## config.mk

```make
export PLATFORM = sky130hd
export DESIGN_NAME = rr_arb_mux_flat
export DESIGN_NICKNAME = d
export VERILOG_FILES = /design/src/rtl/rr_arb_mux_pkg.sv /design/src/rtl/rr_arb_mux_if.sv /design/src/rtl/rr_pick.sv /design/src/rtl/rr_arb_mux.sv /design/src/flat_wrapper.sv
export SDC_FILE = /design/constraint.sdc
export NUM_CORES = 1
export LEC_CHECK = 0
export ABC_AREA = 0
export BUFFER_PORTS_ARGS = -buffer_cell sky130_fd_sc_hd__buf_2
export CAP_MARGIN = 20
export CORE_MARGIN = 2
export CORE_UTILIZATION = 44
export CTS_CLUSTER_SIZE = 12
export DETAILED_ROUTE_END_ITERATION = 10
export GPL_TIMING_DRIVEN = 0
export PLACE_DENSITY_LB_ADDON = 0.1
export SKIP_CTS_REPAIR_TIMING = 1
export SLEW_MARGIN = 20
export SYNTH_ARGS = -nofsm -noshare
export SYNTH_HDL_FRONTEND = slang
export SYNTH_SLANG_ARGS = --single-unit
```

## constraint.sdc

```tcl
create_clock -name clk_i -period 2.3 [get_ports clk_i]
set_input_delay 0.46 -clock clk_i [delete_from_list [all_inputs] [get_ports clk_i]]
set_output_delay 0.46 -clock clk_i [all_outputs]
set_load 0.02 [all_outputs]
```

## src/rtl/rr_arb_mux_pkg.sv

```systemverilog
// rr_arb_mux_pkg: shared definitions for the round-robin arbitrated mux.
//   clog2 / ch_width : channel-index width derivation (at least 1 bit)
//   lock_state_e     : packet-lock FSM states (used with RR_ARB_MUX_LOCK_EN)
//   next_ptr         : round-robin pointer advance with wrap at NUM_CH
package rr_arb_mux_pkg;

  function automatic int clog2(input int v);
    int r;
    r = 0;
    while ((1 << r) < v) r++;
    return r;
  endfunction

  // A single-channel index still needs one bit so the port never collapses.
  function automatic int ch_width(input int n);
    return (clog2(n) < 1) ? 1 : clog2(n);
  endfunction

  typedef enum logic {
    IDLE   = 1'b0,
    LOCKED = 1'b1
  } lock_state_e;

  // Channel after g, wrapping to 0 (NUM_CH need not be a power of two).
  function automatic int next_ptr(input int g, input int n);
    return (g == n - 1) ? 0 : g + 1;
  endfunction

endpackage

```

## src/rtl/rr_arb_mux_if.sv

```systemverilog
// rr_arb_mux_if: handshake bundle between the producers, the arbiter and
// the downstream consumer.
//   valid_i/data_i/last_i : per-channel producer side (last_i only when
//                           RR_ARB_MUX_LOCK_EN is defined)
//   ready_o               : per-channel acceptance, at most one bit high
//   valid_o/data_o/chan_o : registered output beat and its source channel
//   ready_i               : downstream ready
// Modports: master = arbiter side, slave = environment side.
interface rr_arb_mux_if import rr_arb_mux_pkg::*; #(
  parameter int DATA_W = 8,
  parameter int NUM_CH = 4
) ();
  localparam int CH_W = ch_width(NUM_CH);

  logic [NUM_CH-1:0]        valid_i;
  logic [NUM_CH*DATA_W-1:0] data_i;
  logic [NUM_CH-1:0]        ready_o;
`ifdef RR_ARB_MUX_LOCK_EN
  logic [NUM_CH-1:0]        last_i;
`endif
  logic                     valid_o;
  logic [DATA_W-1:0]        data_o;
  logic [CH_W-1:0]          chan_o;
  logic                     ready_i;

`ifdef RR_ARB_MUX_LOCK_EN
  modport master (input valid_i, data_i, last_i, ready_i,
                  output ready_o, valid_o, data_o, chan_o);
  modport slave  (output valid_i, data_i, last_i, ready_i,
                  input ready_o, valid_o, data_o, chan_o);
`else
  modport master (input valid_i, data_i, ready_i,
                  output ready_o, valid_o, data_o, chan_o);
  modport slave  (output valid_i, data_i, ready_i,
                  input ready_o, valid_o, data_o, chan_o);
`endif
endinterface

```

## src/rtl/rr_pick.sv

```systemverilog
// rr_pick: combinational round-robin search.
//   req   : request vector, bit k = channel k
//   ptr   : first channel to consider (must be < NUM_CH)
//   grant : first requesting channel at or after ptr, wrapping modulo NUM_CH
//   any   : at least one request present (grant is 0 otherwise)
module rr_pick import rr_arb_mux_pkg::*; #(
  parameter int NUM_CH = 4,
  localparam int CH_W = ch_width(NUM_CH)
) (
  input  logic [NUM_CH-1:0] req,
  input  logic [CH_W-1:0]   ptr,
  output logic [CH_W-1:0]   grant,
  output logic              any
);

  logic [CH_W-1:0] idx;
  int              sum;

  // Walk offsets from farthest to nearest so the closest requester to ptr
  // is the last one written and therefore wins.
  always_comb begin
    grant = '0;
    any   = 1'b0;
    idx   = '0;
    sum   = 0;
    for (int i = NUM_CH - 1; i >= 0; i--) begin
      sum = int'(ptr) + i;
      if (sum >= NUM_CH) sum = sum - NUM_CH;
      idx = CH_W'(sum);
      if (req[idx]) begin
        grant = idx;
        any   = 1'b1;
      end
    end
  end

endmodule

```

## src/rtl/rr_arb_mux.sv

```systemverilog
// rr_arb_mux: NUM_CH x DATA_W round-robin arbitrated mux with a single
// registered output beat.
//   clk_i : clock, rising edge
//   rst_i : asynchronous active-high reset
//   bus   : rr_arb_mux_if.master (per-channel valid/data/ready, optional
//           last_i, output valid/data/chan, downstream ready)
// Optional feature macro: RR_ARB_MUX_LOCK_EN -- once a channel starts a
// multi-beat packet (last_i=0) it keeps the grant until its last_i=1 beat.
module rr_arb_mux import rr_arb_mux_pkg::*; #(
  parameter int DATA_W = 8,
  parameter int NUM_CH = 4
) (
  input  logic           clk_i,
  input  logic           rst_i,
  rr_arb_mux_if.master   bus
);
  localparam int CH_W = ch_width(NUM_CH);

  logic [CH_W-1:0]   ptr_reg;
  logic              valid_reg;
  logic [DATA_W-1:0] data_reg;
  logic [CH_W-1:0]   chan_reg;
`ifdef RR_ARB_MUX_LOCK_EN
  lock_state_e       state_reg;
  logic [CH_W-1:0]   lk_reg;
`endif

  logic [CH_W-1:0]   pick_grant;
  logic              pick_any;
  logic [CH_W-1:0]   g;
  logic              g_valid;
  logic              ld;
  logic              xfer;
  logic [CH_W-1:0]   ptr_next;
  logic [DATA_W-1:0] ch_data [NUM_CH];

  for (genvar gi = 0; gi < NUM_CH; gi++) begin : g_slice
    assign ch_data[gi] = bus.data_i[gi*DATA_W +: DATA_W];
  end

  rr_pick #(.NUM_CH(NUM_CH)) u_pick (
    .req   (bus.valid_i),
    .ptr   (ptr_reg),
    .grant (pick_grant),
    .any   (pick_any)
  );

  always_comb begin
    g       = pick_grant;
    g_valid = pick_any;
`ifdef RR_ARB_MUX_LOCK_EN
    // A locked packet owns the output even while its producer idles.
    if (state_reg == LOCKED) begin
      g       = lk_reg;
      g_valid = bus.valid_i[lk_reg];
    end
`endif
  end

  // The output slot can take a beat when it is empty or being drained now.
  assign ld       = !valid_reg || bus.ready_i;
  // rst_i gating keeps ready_o low for the whole reset pulse.
  assign xfer     = ld && g_valid && !rst_i;
  assign ptr_next = CH_W'(next_ptr(int'(g), NUM_CH));

  for (genvar gi = 0; gi < NUM_CH; gi++) begin : g_ready
    assign bus.ready_o[gi] = xfer && (g == CH_W'(gi));
  end

  assign bus.valid_o = valid_reg;
  assign bus.data_o  = data_reg;
  assign bus.chan_o  = chan_reg;

  always_ff @(posedge clk_i or posedge rst_i) begin
    if (rst_i) begin
      ptr_reg   <= '0;
      valid_reg <= 1'b0;
      data_reg  <= '0;
      chan_reg  <= '0;
`ifdef RR_ARB_MUX_LOCK_EN
      state_reg <= IDLE;
      lk_reg    <= '0;
`endif
    end else begin
      if (xfer) begin
        data_reg  <= ch_data[g];
        chan_reg  <= g;
        valid_reg <= 1'b1;
`ifdef RR_ARB_MUX_LOCK_EN
        if (state_reg == IDLE) begin
          ptr_reg <= ptr_next;
          if (!bus.last_i[g]) begin
            state_reg <= LOCKED;
            lk_reg    <= g;
          end
        end else if (bus.last_i[g]) begin
          // End of packet: resume rotation just after the locked channel.
          state_reg <= IDLE;
          ptr_reg   <= ptr_next;
        end
`else
        ptr_reg <= ptr_next;
`endif
      end else if (bus.ready_i) begin
        valid_reg <= 1'b0;
      end
    end
  end

endmodule

```

## src/flat_wrapper.sv

```systemverilog
// flat-port wrapper written by rule: the top's interface ports become plain ports
module rr_arb_mux_flat import rr_arb_mux_pkg::*;
#(
  parameter int DATA_W = 8,
  parameter int NUM_CH = 4
)
  (clk_i, rst_i, bus_valid_i, bus_data_i, bus_ready_i, bus_ready_o, bus_valid_o, bus_data_o, bus_chan_o);
  rr_arb_mux_if #(.DATA_W(DATA_W), .NUM_CH(NUM_CH)) bus_i ();
  input  logic clk_i;
  input  logic rst_i;
  input wire logic [$bits(bus_i.valid_i)-1:0] bus_valid_i;
  input wire logic [$bits(bus_i.data_i)-1:0] bus_data_i;
  input wire logic [$bits(bus_i.ready_i)-1:0] bus_ready_i;
  output wire logic [$bits(bus_i.ready_o)-1:0] bus_ready_o;
  output wire logic [$bits(bus_i.valid_o)-1:0] bus_valid_o;
  output wire logic [$bits(bus_i.data_o)-1:0] bus_data_o;
  output wire logic [$bits(bus_i.chan_o)-1:0] bus_chan_o;
  assign bus_i.valid_i = bus_valid_i;
  assign bus_i.data_i = bus_data_i;
  assign bus_i.ready_i = bus_ready_i;
  assign bus_ready_o = bus_i.ready_o;
  assign bus_valid_o = bus_i.valid_o;
  assign bus_data_o = bus_i.data_o;
  assign bus_chan_o = bus_i.chan_o;
  rr_arb_mux #(.DATA_W(DATA_W), .NUM_CH(NUM_CH)) u_core (.clk_i(clk_i), .rst_i(rst_i), .bus(bus_i));
endmodule
```

## Word level (Yosys, flattened, before mapping)

Index checks and enable logic that the tools add are counted.

- Divide/modulo/power cells: 0
- Reduce and logical (&&, ||, !) cells: 11
- Equal/unequal tests: 4
- Muxes and demuxes: 26
- Multipliers: 0
- Add/sub/neg operators: 8
- Shift-type cells: 0
- Order comparisons: 9
- Bitwise operators: 1

Operators with widths:

| operator | number |
|---|---|
| 2-bit 2-to-1 mux | 9 |
| 8-bit binary-select mux with 2-bit select | 1 |
| 8-bit 2-to-1 mux | 2 |
| 3-bit >= comparator (second input constant) | 4 |
| 2-bit by 3-bit < comparator with 1-bit output (second input constant) | 4 |
| 1-bit 2-to-1 mux | 10 |
| 1-bit binary-select mux with 2-bit select | 4 |
| 2-bit by 1-bit subtractor with 2-bit output (second input constant) | 4 |
| 2-bit by 2-bit adder with 3-bit output (second input constant) | 2 |
| 1-bit logical AND | 6 |
| 2-bit by 1-bit == test with 1-bit output (second input constant) | 2 |
| 2-bit == test (second input constant) | 2 |
| 2-bit by 1-bit adder with 3-bit output (second input constant) | 1 |
| 2-bit by 3-bit >= comparator with 1-bit output (second input constant) | 1 |
| 2-bit inverter with 3-bit output | 1 |
| 2-bit by 1-bit adder with 2-bit output (second input constant) | 1 |
| 1-bit logical NOT | 2 |
| 2-bit logical NOT | 1 |
| 2-bit nonzero test | 1 |
| 1-bit logical OR | 1 |

- Flip-flop bits (word level): 13
- Logic and storage cells: 63
- Memory bits (read-only): 0
- Bits in latches: 0
- Input port bits: 39
- Bits in writable memories: 0
- Memories kept: 0

## Depth between registers and ports, before layout

Gate-level depths: netlist (run 1).

- Depth in word-level cells: 13
- Gate-level depth with buffers: 7
- Depth with buffers taken out: 5

## By module

From an unflattened synthesis (run 1), not the netlist that was laid out.

- Cells, all modules: 66
- Area total of the unflattened synthesis: 865.8 um2

By module, submodules not included:

| module | area an instance (um2) | times used | seq. area each (um2) | cells each |
|---|---|---|---|---|
| rr_arb_mux | 788.3 | 1 | 325.3 | 53 |
| rr_pick | 77.6 | 1 | 0.0 | 13 |

## Worst setup path before layout (run 1)

Ideal clock, no wire load.

- Path kind: in2out
- Start point: input bus_valid_i[0]
- End point: output bus_ready_o[0]
- Slack: 250 ps
- Stages: 6
- Path buffers: 1
- Arrival: 1590 ps
- Required time: 1840 ps
- Path through: buf_2 > a21oi_1 > o21a_1 > o22ai_1 > nand2_1 > nor2_1

- Word-level cells in the longest chain between the ends: 9

RTL lines:

| element | line | text |
|---|---|---|
| from (decl) | flat_wrapper.sv:11 | `input wire logic [$bits(bus_i.valid_i)-1:0] bus_valid_i;` |
| 1-bit binary-select mux with 2-bit select | rr_pick.sv:30 | `if (req[idx]) begin` |
| 1-bit 2-to-1 mux (implied by the code) | rr_pick.sv:30 |  |
| 1-bit 2-to-1 mux (4 in series) | rr_pick.sv:30 |  |
| 1-bit logical AND (2 in series) | rr_arb_mux.sv:63 | `assign xfer = ld && g_valid && !rst_i;` |
| 1-bit logical AND * | rr_arb_mux.sv:67 | `assign bus.ready_o[gi] = xfer && (g == CH_W'(gi));` |
| to (decl) | flat_wrapper.sv:14 | `output wire logic [$bits(bus_i.ready_o)-1:0] bus_ready_o;` |

Every way passes the cells marked *; elsewhere a longest branch is shown, timed or not. The select of a mux whose other input is x is not followed.

## Worst setup path after layout (run 1)

- Start point: register u_core.ptr_reg[1]
- End point: output bus_ready_o[1]

- Word-level cells in the longest chain between the ends: 12

RTL lines:

| element | line | text |
|---|---|---|
| from (decl) | rr_arb_mux.sv:19 | `logic [CH_W-1:0] ptr_reg;` |
| from (signal assigned) | rr_arb_mux.sv:102 | `ptr_reg <= ptr_next;` |
| 2-bit by 2-bit adder with 3-bit output | rr_pick.sv:27 | `sum = int'(ptr) + i;` |
| 3-bit >= comparator or 2-bit by 1-bit subtractor with 2-bit output (tied branches) | rr_pick.sv:28 | `if (sum >= NUM_CH) sum = sum - NUM_CH;` |
| 2-bit 2-to-1 mux | rr_pick.sv:28 |  |
| 1-bit binary-select mux with 2-bit select | rr_pick.sv:30 |  |
| 1-bit 2-to-1 mux (implied by the code) | rr_pick.sv:30 |  |
| 1-bit 2-to-1 mux (4 in series) | rr_pick.sv:30 |  |
| 1-bit logical AND (2 in series) | rr_arb_mux.sv:63 |  |
| 1-bit logical AND * | rr_arb_mux.sv:67 |  |

Marks and branches as above.

==> metrics.yaml, run 1 <==
first_global_vias: 809
ioPinCount: 54
nNetsFinal: 190
cts_max_level: 1
setup_viol: 0
synth_area_um2: 847
totalNegativeSetupSlack_ns: 0
netlist-cell-type-count: 25
worst_setup_path_end_kind: "primary output"
cell_internal_pwr_uw: 565
synth_cells: 91
layout_common_cells: "54 x buf_2, 14 x inv_1, 13 x dfrtp_1, 9 x a22oi_1"
crit_required_ns: 1.84
diodes: 0
cts_tree: "built"
fp.dieW_um: 47.9
ant_nets: 0
slew_violations: 0
clk_path_buf_depth: 2
cts_buffers: 3
timing.hold.ws_ns: 0.215
grt_overflow: 0
period_minus_slack_ns: 2.19
r2r_end: "u_core.bus.data_o[4]"
worst-r2r-cell-count: 8
wl_per_cell_um: 13.8
drtPass1Iterations: 4
clk_latency_ns: 0.28
cp.arrival_ns: 1.73
rrSetupSlack_ns: 0.53
antenna_found_initial: 0
die_h_um: 47.9
dieArea_um2: 2290
timing.final.hold_violations: 0
grt_pass1_wl_um: 3530
row_count: 15
hp-class: "in2async"
synth_seq_area_share: 0.384
final_common_cell: "buf_2"
syn_nets: 130
cts_sinks: 13
status: "completed"
clock_power_share: 0.155
fmax_mhz: 456
grt_max_degree: 14
via_count: 953
maxCapViolCount: 0
drive_gt1_frac: 0.500
ir_worst_vdd_mv: 0.440
avgSynthCellArea_um2: 9.31
p_leak_uw: 0.000682
worstMarginPinSlew_ns: 0.510
largest_register_ffs: 8
swShare: 0.403
ys_seq_elements: 13
viasPerCell: 5.45
drc: 0
postLayoutCoreUtil: 0.699
crit_fanout: 7
wl_um: 2410
clockRootBuffer: "clkbuf_4"
yosysWarnings: 0
port-buffer-count: 51
finalCritPeriodShare: 0.954
area_delta_synth_final_pct: 45.6
clk_pin_slew_worst_paths_ns: 0.10
p_seq_frac: 0.350
start_kind: "register"
fillCellCount: 159
gp_congestion: 0.879
dp_hpwl_um: 1770
grt_usage: 0.223
initial_utilization: 0.480
relSlewSlack: 0.660
rr_startpoint: "u_core.ptr_reg[1]"
powerDensity_nw_per_um2: 767
p_sw_uw: 381
critical_path_class: "reg2out"
drt-initial-drc-count: 26
coreArea_um2: 1760
comb_power_share: 0.494
finClkSkew_ns: 0.0167
[worst max-delay path by stage]
stage                        from              to  slack (ns)  cells past startpoint
6_report        u_core.ptr_reg[1]  bus_ready_o[1]        0.11                      7
5_1_grt         u_core.ptr_reg[0]  bus_ready_o[0]      -0.007                      6
4_1_cts        u_core.bus.valid_o  bus_ready_o[0]       -0.09                      5
3_5_place_dp       bus_valid_i[2]  bus_ready_o[0]       -0.03                      6
3_3_place_gp       bus_valid_i[2]  bus_ready_o[0]        0.04                      6
2_1_floorplan      bus_valid_i[0]  bus_ready_o[0]        0.25                      6
[critical path, stage by stage, from the launching register on]
cell and delay (ns):
dfrtp_1 0.35, buf_6 0.13, mux2i_2 0.23, o22ai_2 0.11, a31oi_4 0.19, buf_8 0.14
and3_1 0.14, buf_2 0.15
[area by class of cell]
type / instances / area [µm²] / area share
repair buffers: 56 / 293 / 0.237
multi-input cells: 58 / 463 / 0.375
plain buffers: 5 / 41.3 / 0.0335
flip-flops and latches: 13 / 325 / 0.264
clock buffers: 3 / 22.5 / 0.0183
inverters: 14 / 52.6 / 0.0426
clock inverters: 1 / 5.00 / 0.00406
well taps: 25 / 31.3 / 0.0254
[stage by stage]
stage	instances	area (µm²)	setup WS [ns]	power, µW
2_1_floorplan	91	847	0.250	620
3_3_place_gp	167	1130	0.0416	746
3_5_place_dp	167	1130	-0.0347	757
4_1_cts	171	1160	-0.0875	901
5_1_grt	175	1230	-0.00671	1000
6_report	175	1230	0.106	946
[per-layer routing]
metal  part of all wire  up-vias  track usage
met5                  0        -            0
li1                   -      454            -
met3              0.078        2       0.0566
met1               0.43      450        0.276
met4             0.0041        0        0.114
met2               0.49       47        0.357
[synth_stat cells]
library cell | instances | area, µm²
clkbuf_1 | 1 | 3.75
a22oi_1 | 9 | 67.6
buf_6 | 2 | 22.5
nand2b_1 | 1 | 6.26
o2bb2ai_1 | 1 | 8.76
o22ai_1 | 2 | 12.5
nor4_1 | 1 | 6.26
nand2_1 | 5 | 18.8
mux2i_1 | 9 | 90.1
a21oi_1 | 6 | 30.0
o22ai_2 | 1 | 12.5
o21ai_0 | 2 | 10.0
a31oi_4 | 1 | 21.3
o21a_1 | 1 | 7.51
buf_2 | 3 | 15.0
nand3_1 | 1 | 5.00
o221ai_1 | 8 | 70.1
o2111a_1 | 1 | 11.3
and3_1 | 1 | 6.26
dfrtp_1 | 13 | 325
nor2_1 | 5 | 18.8
a21boi_2 | 1 | 11.3
inv_1 | 14 | 52.6
a21boi_1 | 1 | 7.51
nor2b_1 | 1 | 6.26
[cell families after synthesis]
kind of cell | count (synthesis) | synth area share
compound gates | 34 | 0.319
buf+inv | 20 | 0.111
flops | 13 | 0.384
mux | 9 | 0.106
simple gates | 15 | 0.0798
[power by group through the flow]
stage	registers [µW]	logic [µW]	clock network (µW)
2_1_floorplan	398	221	0
3_3_place_gp	332	415	0
3_5_place_dp	332	425	0
4_1_cts	330	425	146
5_1_grt	338	506	157
6_report	331	468	147
(Power assumes the default switching activity.)
==> run 2: changes to the inputs <==
CORE_ASPECT_RATIO = 1.75   (was unset)
CORE_UTILIZATION = 37   (was 44)
SKIP_CTS_REPAIR_TIMING = unset   (was 1)
clock period = 2 ns   (was 2.3 ns; I/O delays follow)
==> run 2 against run 1 <==
  * The run now ends with negative setup slack left
  * Cell area rose by 7.3%
  * Die area rose by 18%
  * Clock-buffer cell count rose by 1
  * Clock power rose by 58%
  * Critical path type unchanged
  * Largest cell class unchanged
==> metrics.yaml, run 2 (synthesis results as in run 1) <==
finalInstanceArea_um2: 1320
layout_common_cells: "52 x buf_2, 14 x inv_1, 13 x dfrtp_1, 9 x a22oi_1, 9 x buf_4"
multi_input_area_um2: 499
maxCapViolCount: 0
drive_gt1_frac: 0.523
slew_violations: 0
start_kind: "register"
p_sw_uw: 459
hp-class: "in2async"
finalCritPeriodShare: 1.00
swShare: 0.378
dp_hpwl_um: 1860
grt_max_degree: 14
clk_path_buf_depth: 2
ioPinCount: 54
diodes: 0
drt-initial-drc-count: 14
worstMarginPinSlew_ns: 0.509
gp_congestion: 0.742
grt_pass1_wl_um: 3820
ir_worst_vdd_mv: 0.525
postLayoutSetupSlackWorst_ns: -0.00830
finalPower_uw: 1210
fillCellCount: 211
cts_sinks: 13
via_count: 941
drtPass1Iterations: 4
cts_max_level: 1
cp.arrival_ns: 1.61
worst_setup_path_end_kind: "primary output"
viasPerCell: 5.29
clk_latency_ns: 0.24
postLayoutCoreUtil: 0.597
p_seq_frac: 0.314
timing.hold.ws_ns: 0.211
nNetsFinal: 193
relSlewSlack: 0.660
crit_path_max_incr_delay_ns: 0.33
crit_fanout: 6
crit_required_ns: 1.60
dieArea_um2: 2700
status: "finished with violations"
initial_utilization: 0.382
timing.final.hold_violations: 0
ant_nets: 0
largest_register_ffs: 8
area_delta_synth_final_pct: 56.3
final_common_cell: "buf_2"
finClkSkew_ns: 0.00218
drc: 0
holdBufCountCts: 0
comb_power_share: 0.494
setup_viol: 1
cp_slowest_cell: "dfrtp_1"
rsz0062_at_grt: "yes"
fp.dieW_um: 40.2
period_minus_slack_ns: 2.01
clk_pin_slew_worst_paths_ns: 0.06
coreArea_um2: 2220
antenna_found_initial: 0
cts_tree: "built"
fmax_mhz: 498
powerDensity_nw_per_um2: 917
wl_um: 2650
row_count: 23
violations: "negative setup slack"
clock_power_share: 0.192
seqCellArea_um2: 325
wl_per_cell_um: 14.9
die_h_um: 67.3
placed_area_um2: 1130
port-buffer-count: 51
grt_overflow: 0
critical_path_class: "reg2out"
first_global_vias: 860
cell_internal_pwr_uw: 755
p_leak_uw: 0.000710
grt_usage: 0.209
clockRootBuffer: "clkbuf_8"
cts_buffers: 3
cp_cell_sequence: "buf_6, mux2i_4, o22ai_2, a31oi_4, and3_1, buf_4"
[run 2: changes by cell type in the layout (fill, tap and decap cells not counted), moves of 2 or more]
cell / previous run / this run
buf_2: 54 / 52
clkbuf_8: 0 / 3
clkbuf_4: 3 / 0
buf_4: 5 / 9
[run 2: worst paths after layout]
check | start | end | slack, ns | cells after the start
worst max-delay path | u_core.ptr_reg[1] | bus_ready_o[1] | -0.008 | 6
worst min-delay path | rst_i | u_core.bus.valid_o | 0.21 | 2
worst max register to register | u_core.ptr_reg[1] | u_core.bus.data_o[5] | 0.23 | 8
worst min register to register | u_core.bus.chan_o[1] | u_core.bus.chan_o[1] | 0.50 | 2
max in group asynchronous | rst_i | u_core.bus.data_o[3] | 1.45 | 2
min in group clk_i | rst_i | u_core.bus.valid_o | 0.38 | 2
[run 2: stage by stage]
stage               setup TNS [ns]  instances  setup slack (ns)
finish                    -0.00830        178          -0.00830
global route               -0.0792        178           -0.0624
CTS                        -0.0798        176           -0.0440
global placement            -0.332        167            -0.262
floorplan                        0         91            0.0696
detailed placement          -0.249        167            -0.203
[run 2: critical path: cells and delay by family, from the launching register on]
| kind | cells | cell delay [ns] |
|---|---|---|
| mux | 1 | 0.23 |
| buf+inv | 2 | 0.27 |
| compound gates | 2 | 0.34 |
| flops | 1 | 0.33 |
| simple gates | 1 | 0.20 |
[run 2: cell type report]
type | count | share of cell area
plain buffers | 4 | 0.0198
multi-input cells | 58 | 0.377
inverters | 14 | 0.0397
well taps | 25 | 0.0236
clock buffers | 4 | 0.0340
repair buffers | 60 | 0.260
flip-flops and latches | 13 | 0.246
[run 2: power groups by stage]
stage	clock [µW]	sequential [µW]	combinational (µW)
finish	232	381	600
global placement	0	383	483
detailed placement	0	382	490
floorplan	0	458	254
global route	253	388	646
CTS	240	382	562
[run 2: layer usage]
layer	track usage	wire (µm)	up-vias
met5	0	0	-
met4	0.100	29	0
met3	0.0329	107	2
met2	0.375	1580	26
met1	0.222	936	456
li1	-	-	457
[run 2: timing repair]
action	in CTS	in global routing
pin swaps	2	3
setup endpoints to repair	4	4
resized for setup	9	10
buffers inserted	6	3
==> run 3: changes to the inputs <==
REMOVE_ABC_BUFFERS = 1   (was unset)
==> run 3 against run 2 <==
  * Worst hold slack worse by 0.0023 ns
  * Combinational power is 8.0% lower
  * Fmax is 2.6% higher
  * The flow now finishes without violations
  * Cell count is 0.56% lower
  * Highest routed layer unchanged
==> metrics.yaml, run 3 (synthesis results as in run 1) <==
powerDensity_nw_per_um2: 912
clockRootBuffer: "clkbuf_8"
setup_viol: 0
antenna_found_initial: 0
diodes: 0
fmax_mhz: 511
drc: 0
worstMarginPinSlew_ns: 0.513
relSlewSlack: 0.657
slew_violations: 0
start_kind: "register"
finalCritPeriodShare: 0.979
rsz0062_at_grt: "yes"
finClkSkew_ns: 0.00248
worst_setup_path_end_kind: "primary output"
drtPass1Iterations: 4
nNetsFinal: 192
clk_latency_ns: 0.24
ir_worst_vdd_mv: 0.499
hp-class: "in2async"
clk_path_buf_depth: 2
met3_usage: 0.0263
ant_nets: 0
top_usage_layer: "met2"
cts_buffers: 3
drive_gt1_frac: 0.526
dieArea_um2: 2700
largest_register_ffs: 8
area_delta_synth_final_pct: 52.6
timing.final.hold_violations: 0
crit_required_ns: 1.60
viasPerCell: 5.22
cp.arrival_ns: 1.56
maxCapViolCount: 0
row_count: 23
status: "completed"
drt-initial-drc-count: 10
gp_congestion: 0.669
fp.dieW_um: 40.2
layout_common_cells: "51 x buf_2, 13 x inv_1, 12 x dfrtp_1"
ioPinCount: 54
wl_per_cell_um: 14.2
via_count: 924
coreArea_um2: 2220
grtUsageMet2: 0.407
holdBufCountCts: 0
critical_path_class: "reg2out"
die_h_um: 67.3
period_minus_slack_ns: 1.96
p_leak_uw: 0.000696
clk_pin_slew_worst_paths_ns: 0.06
met1_usage: 0.207
grt_overflow: 0
wl_um: 2520
grt_usage: 0.209
finalPower_uw: 1180
cts_tree: "built"
crit_fanout: 7
initial_utilization: 0.382
port-buffer-count: 53
grt_pass1_wl_um: 3970
timing.hold.ws_ns: 0.208
final_common_cell: "buf_2"
cts_sinks: 13
dp_hpwl_um: 1900
cts_max_level: 1
first_global_vias: 958
grt_max_degree: 14
## run 3: changes by cell type in the layout (fill, tap and decap cells not counted), sizes merged
cell,delta
buf,-1
## run 3: stage by stage
| step | utilization | std cells | setup TNS [ns] | setup slack, ns | instance area (µm²) |
|---|---|---|---|---|---|
| finish | 0.583 | 177 | 0 | 0.0420 | 1290 |
| global route | 0.583 | 177 | -0.0564 | -0.0410 | 1290 |
| CTS | 0.570 | 176 | 0 | 0.0450 | 1260 |
| detailed placement | 0.497 | 163 | -0.302 | -0.189 | 1100 |
| global placement | 0.497 | 163 | -0.308 | -0.233 | 1100 |
| floorplan | - | 85 | 0 | 0.108 | 806 |
## run 3: what timing repair did
| item | 4_1_cts | 5_1_grt |
|---|---|---|
| pin swaps | 3 | 1 |
| setup buffers | 9 | 1 |
| setup endpoints to repair | 4 | 3 |
| gates resized for setup | 12 | 7 |
## run 3: path summary, 6_finish.rpt
kind	from	endpoint	slack [ns]	cells past startpoint
max in group asynchronous	rst_i	u_core.ptr_reg[1]	1.42	2
min in group clk_i	rst_i	u_core.bus.valid_o	0.38	2
worst max-delay path	u_core.ptr_reg[1]	bus_ready_o[1]	0.04	5
worst min register to register	u_core.bus.chan_o[0]	u_core.bus.chan_o[0]	0.48	2
worst max register to register	u_core.ptr_reg[1]	u_core.bus.data_o[1]	0.26	7
worst min-delay path	rst_i	u_core.bus.valid_o	0.21	2
## run 3: critical path: stages (launching register included)
cell     delay (ns)
dfrtp_2        0.47
mux2i_1        0.24
o22ai_2        0.11
a31oi_4        0.19
and3_4         0.21
buf_6          0.11
## run 3: where the power goes
group | switching, µW | internal, µW
Clock | 94.9 | 141
Combinational | 298 | 254
Sequential | 53.5 | 337
Total | 446 | 732
## run 3: per-layer routing
metal | vias to the layer above | share of wire
met5 | - | 0
met3 | 2 | 0.054
met1 | 438 | 0.35
li1 | 456 | -
met4 | 0 | 0.0056
met2 | 28 | 0.59
## run 3: final cells by class
| class | instances | area [µm²] |
|---|---|---|
| clock buffers | 4 | 45.0 |
| flip-flops and latches | 13 | 327 |
| fillers | 216 | 923 |
| inverters | 14 | 52.6 |
| multi-input cells | 58 | 480 |
| well taps | 25 | 31.3 |
| repair buffers | 63 | 357 |
